<file path="config.mk">
export PLATFORM = sky130hd
export DESIGN_NAME = wb_initiator
export DESIGN_NICKNAME = d
export VERILOG_FILES = /design/src/rtl/wb_initiator.sv
export SDC_FILE = /design/constraint.sdc
export NUM_CORES = 1
export LEC_CHECK = 0
export CORE_ASPECT_RATIO = 0.5
export CORE_MARGIN = 2
export CORE_UTILIZATION = 40
export DETAILED_ROUTE_END_ITERATION = 10
export PLACE_DENSITY = 0.72
export RECOVER_POWER = 50
export SYNTH_ARGS = -nofsm -noshare
export SYNTH_HDL_FRONTEND = slang
export SYNTH_SLANG_ARGS = --single-unit
</file>
<file path="constraint.sdc">
create_clock -name clk -period 2.2 [get_ports clk]
set_input_delay 0.22 -clock clk [delete_from_list [all_inputs] [get_ports clk]]
set_output_delay 0.22 -clock clk [all_outputs]
set_load 0.01 [all_outputs]
</file>
<file path="src/rtl/wb_initiator.sv">
// Single-outstanding Wishbone classic-cycle initiator.
// Turns one valid/ready command into one Wishbone read or write cycle, then
// holds the slave's data (or a timeout error) on the response interface
// until the consumer takes it.
module wb_initiator #(
  parameter int DATA_WIDTH = 16,
  parameter int ADDR_WIDTH = 8,
  parameter int TIMEOUT    = 255
) (
  input  logic                  clk,
  input  logic                  rst,
  input  logic                  cmdValid,
  output logic                  cmdReady,
  input  logic                  cmdWe,
  input  logic [ADDR_WIDTH-1:0] cmdAdr,
  input  logic [DATA_WIDTH-1:0] cmdDat,
  output logic                  rspValid,
  input  logic                  rspReady,
  output logic [DATA_WIDTH-1:0] rspDat,
  output logic                  rspErr,
  output logic                  wbCycO,
  output logic                  wbStbO,
  output logic                  wbWeO,
  output logic [ADDR_WIDTH-1:0] wbAdrO,
  output logic [DATA_WIDTH-1:0] wbDatO,
  input  logic [DATA_WIDTH-1:0] wbDatI,
  input  logic                  wbAckI
);

  typedef enum logic [1:0] {IDLE, BUS, RESP} state_t;

  // Last wait-count value before the cycle is abandoned; unused when TIMEOUT is 0.
  localparam logic [15:0] TO_LAST = 16'((TIMEOUT == 0) ? 0 : TIMEOUT - 1);

  state_t                state, stateNxt;
  logic [15:0]           cnt, cntNxt;
  logic                  cycNxt, stbNxt, weNxt, rspValidNxt, rspErrNxt;
  logic [ADDR_WIDTH-1:0] adrNxt;
  logic [DATA_WIDTH-1:0] datNxt, rspDatNxt;

  assign cmdReady = (state == IDLE);

  // State and all registered outputs; reset drops the bus cycle at once.
  always_ff @(posedge clk or negedge rst) begin
    if (!rst) begin
      state    <= IDLE;
      cnt      <= '0;
      wbCycO   <= 1'b0;
      wbStbO   <= 1'b0;
      wbWeO    <= 1'b0;
      wbAdrO   <= '0;
      wbDatO   <= '0;
      rspValid <= 1'b0;
      rspDat   <= '0;
      rspErr   <= 1'b0;
    end else begin
      state    <= stateNxt;
      cnt      <= cntNxt;
      wbCycO   <= cycNxt;
      wbStbO   <= stbNxt;
      wbWeO    <= weNxt;
      wbAdrO   <= adrNxt;
      wbDatO   <= datNxt;
      rspValid <= rspValidNxt;
      rspDat   <= rspDatNxt;
      rspErr   <= rspErrNxt;
    end
  end

  // Next state and next register values; everything holds unless changed here.
  always_comb begin
    stateNxt    = state;
    cntNxt      = cnt;
    cycNxt      = wbCycO;
    stbNxt      = wbStbO;
    weNxt       = wbWeO;
    adrNxt      = wbAdrO;
    datNxt      = wbDatO;
    rspValidNxt = rspValid;
    rspDatNxt   = rspDat;
    rspErrNxt   = rspErr;
    case (state)
      IDLE: begin
        if (cmdValid) begin
          weNxt    = cmdWe;
          adrNxt   = cmdAdr;
          datNxt   = cmdDat;
          cycNxt   = 1'b1;
          stbNxt   = 1'b1;
          cntNxt   = '0;
          stateNxt = BUS;
        end
      end
      BUS: begin
        // Ack takes priority over a timeout landing on the same edge.
        if (wbAckI) begin
          cycNxt      = 1'b0;
          stbNxt      = 1'b0;
          rspDatNxt   = wbDatI;
          rspErrNxt   = 1'b0;
          rspValidNxt = 1'b1;
          stateNxt    = RESP;
        end else if (TIMEOUT != 0 && cnt == TO_LAST) begin
          cycNxt      = 1'b0;
          stbNxt      = 1'b0;
          rspDatNxt   = '0;
          rspErrNxt   = 1'b1;
          rspValidNxt = 1'b1;
          stateNxt    = RESP;
        end else begin
          cntNxt = cnt + 16'd1;
        end
      end
      RESP: begin
        if (rspReady) begin
          rspValidNxt = 1'b0;
          stateNxt    = IDLE;
        end
      end
      default: stateNxt = IDLE;
    endcase
  end

endmodule
</file>
==> metrics.md <==
| Metric | Value |
|---|---|
| Endpoints failing setup | `0` |
| Achievable frequency | `512 MHz` |
| Count of unique library cells instantiated by Yosys | `43` |
| Standby leakage power | `0.00184 uW` |
| Total Die Area | `0.00727 mm^2` |
| Simple-gate share of the synthesized area | `23.9%` |
| Summed instance area of the synthesized netlist | `around 0.0026 mm^2` |
| Area used by multi-input combinational logic | `around 1000 um^2` |
| Total negative setup slack | `0 ns` |
| Depth of the most critical reg-to-reg path | `8` |
| Slew margin rel. | `between 10% and 20%` |
| Dominant combinational cell family by area after synthesis | `simple AND/OR/NAND/NOR gates` |
| Antenna cells | `0` |
| Highest fanout seen on the critical path | `9` |
| Synthesized area per cell | `roughly 10 um^2` |
| Register-to-Register Setup Slack | `0.25 ns` |
| RSZ-0062 raised after global routing | `false` |
| Ratio of cells with drive above 1 in the final layout | `8.71%` |
| Worst hold path class | `in2reg` |
| Register bit count reported by yosys | `62` |
| Data arrival at the endpoint of the critical path | `2.16 ns` |
| Iteration-0 DRC Markers | `slightly below 90` |
| Die X-Extent | `between 100 and 150 um` |
| Routability congestion estimate | `0.867` |
| Top-level port count | `92` |
| Peak supply drop | `723 uV` |
| Area share of fa/ha/maj cells after synthesis | `0.952%` |
| Routed via count | `2190` |
| Number of enable flip-flop cells after synthesis | `0` |
| Area delta synth->final | `49.6%` |
| Power per Cell Area | `1280 mW/mm^2` |
| Top delay family on crit path | `simple AND/OR/NAND/NOR gates` |
| Cell depth of the worst hold path | `3` |
| Worst-Skew Late Latency | `0.32 ns` |
| Routed length per instance | `roughly 15 um` |
| Worst Setup Start Kind | `register` |
| Cell area after layout | `0.00393 mm^2` |
| Sum of net half-perimeters after detailed placement | `approximately 4700 um` |
| Slowest stage cell, crit path | `nor2_1` |
| Min-Delay Startpoint | `cmdDat[6]` |
| Predominant post-synthesis flop cell | `dfrtp_1` |
| Share of synthesized area spent on multiplexers | `0.762%` |
| Xor/xnor cell area share of the yosys netlist | `under 10%` |
| GR Overflow Total | `0` |
| Maximum number of buffers from clock root to sink | `2` |
| Antenna violations before repair | `0` |
| Site Rows | `20` |
| Cell Chain, Critical Path | `inv_1 > ha_1 > nor4b_2 > and4_1 > buf_4 > nor2_1 > nand4_1 > mux2i_1` |
| Sequential share of the synthesized area | `59.0%` |
| Root Buffer | `clkbuf_16` |
| Total of buffers placed on input and output ports | `91` |
| Drt pass-1 iters | `4` |
| Number of global-route vias before repair | `2130` |
| DRC violation count after routing | `0` |
| Maximum cell stage delay along the critical path | `around 0.37 ns` |
| Maximum number of pins on one net before global-route repair | `30` |
| Worst EP required | `2.41 ns` |
| Initial standard-cell utilization of the core | `42.3%` |
| Register Area | `between 0.0015 and 0.002 mm^2` |
| H-tree levels | `3` |
| Reg-to-reg startpoint | `cnt[0]` |
| Max Clock Skew | `0.00229 ns` |
| Core area | `0.00621 mm^2` |
| Type of the setup path with the least slack | `reg2reg` |
| Result of the run | `completed` |
| Number of buffer and inverter stages on the critical path | `2` |
| Worst Max-Slew Pin Slew | `1.29 ns` |
| Final hold violations | `0` |
| Sinks on Clock Net | `62` |
| Hold-critical path endpoint | `wbDatO[6]` |
| Routed wire length | `6510 um` |
| Area after DPL | `0.00363 mm^2` |
| Final Max Slew Viols | `0` |
| Endpoint class of the critical path | `register` |
| Total nets after synthesis | `303` |
| GRT Total Usage | `between 10% and 20%` |
| Async set or reset register ratio after synthesis | `100%` |
| Final-layout fill cell count | `about 550` |
| Post-CTS resize count | `0` |
| Post-synthesis instance total | `255` |
| Synth Warn # | `0` |
| Via-per-instance ratio | `4.93` |
| First-pass GRT wire length | `10500 um` |
| Y dimension of the die | `61.3 um` |
| Tmin final | `1.95 ns` |
| TritonCTS Buffers | `9` |
| CTS tree | `yes` |
| Share of the clock period used by the worst path | `88.9%` |
| Antenna viol nets, final | `0` |
| Max-capacitance violation count | `0` |
| Fraction of the mapped netlist area in compound gates | `10.7%` |
| Number of nets in the final layout | `400` |
| Capture instance of the worst register-to-register path | `cnt[6]` |
| Clock-pin slew on the worst setup and hold paths | `roughly 0.05 ns` |
[per-stage QoR]
step	utilization [%]	total power, uW	setup WS, ns	hold slack [ns]	instances
floorplan	-	2650	0.529	-0.0756	255
global placement	58.5	3700	0.281	0.226	428
detailed placement	58.5	3760	0.228	0.237	428
global route	63.3	5330	0.105	0.437	444
CTS	63.4	5170	0.257	0.418	444
finish	63.3	5020	0.245	0.427	444
[cell type report]
cell class                 instances  area share (%)
clock buffer                      10            6.08
clock inverter                     5            1.27
inverter                           3           0.286
multi-input combinational        178            25.4
sequential                        62            39.5
tap                               88            2.80
timing repair buffer              98            24.7
[tightest hold or removal path, stage by stage]
cell	delay [ns]
clkdlybuf4s50_1	0.39
nand2_1	0.06
nand2_1	0.04
[repair_timing]
action	4_1_cts	5_1_grt
endpoints found under the hold margin	23	0
hold buffers	1	0
buffers inserted	0	0
[power breakdown]
group	leakage, uW	internal, uW	switching (uW)
Clock	0.000148	890	465
Combinational	0.000903	990	880
Sequential	0.000791	1550	235
[metal layers]
metal	GRT usage, %	share of wire, %
met2	31.8	48
met3	5.83	4.5
met4	7.48	1.3
met5	0	0
met1	23.7	46
[kinds of logic after synthesis]
kind of cell	after synthesis
mux	2
buf+inv	15
xor+xnor	5
flops	62
compound gates	36
fa+ha+maj	2
simple gates	133
[Yosys cell counts (2+ instances only)]
cell type | count | area (um^2)
dfrtp_1 | 62 | 1550
mux2i_1 | 2 | 20.0
clkbuf_1 | 6 | 22.5
a21oi_1 | 3 | 15.0
nand3_1 | 9 | 45.0
a22o_1 | 16 | 140
nor2_1 | 10 | 37.5
and4_1 | 2 | 17.5
nand4_1 | 5 | 31.3
buf_2 | 3 | 15.0
o21ai_1 | 3 | 15.0
and3_1 | 2 | 12.5
buf_6 | 2 | 22.5
nor3_2 | 3 | 30.0
nand2_1 | 88 | 330
o21ai_0 | 4 | 20.0
ha_1 | 2 | 25.0
nor3b_1 | 2 | 15.0
inv_1 | 3 | 11.3
xnor2_1 | 4 | 35.0
and2_1 | 2 | 12.5
[registers in the layout (all words and copies together) (netlist names)]
register / flops
rspDat: 16
rspErr: 1
wbDatO: 16
wbWeO: 1
state: 2
wbStbO: 1
cnt: 16
wbAdrO: 8
rspValid: 1
[worst max path at each step]
| stage | cells after the start | to | startpoint |
|---|---|---|---|
| finish | 8 | cnt[6] | cnt[0] |
| global route | 3 | rspErr | rst |
| CTS | 8 | cnt[6] | cnt[0] |
| detailed placement | 6 | cnt[11] | wbAckI |
| global placement | 6 | cnt[11] | wbAckI |
| floorplan | 8 | rspDat[1] | cnt[0] |
[cells in the final DEF (no fill, tap or decap), types with 2 or more instances in the layout]
master and instances:
nand3_1 9, clkinv_2 4, and2_1 2, nand4_1 5, a22o_1 16, and4_1 2
nor2_1 10, a21oi_1 3, nor3_2 3, buf_4 4, dfrtp_1 62, and3_1 2
o21ai_1 3, xnor2_1 4, nand2_1 88, clkdlybuf4s50_1 67, dlygate4sd3_1 24, inv_1 3
clkbuf_16 9, nor3b_1 2, ha_1 2, o21ai_0 4, mux2i_1 2
No activity file was read; power rests on OpenSTA's default activity.
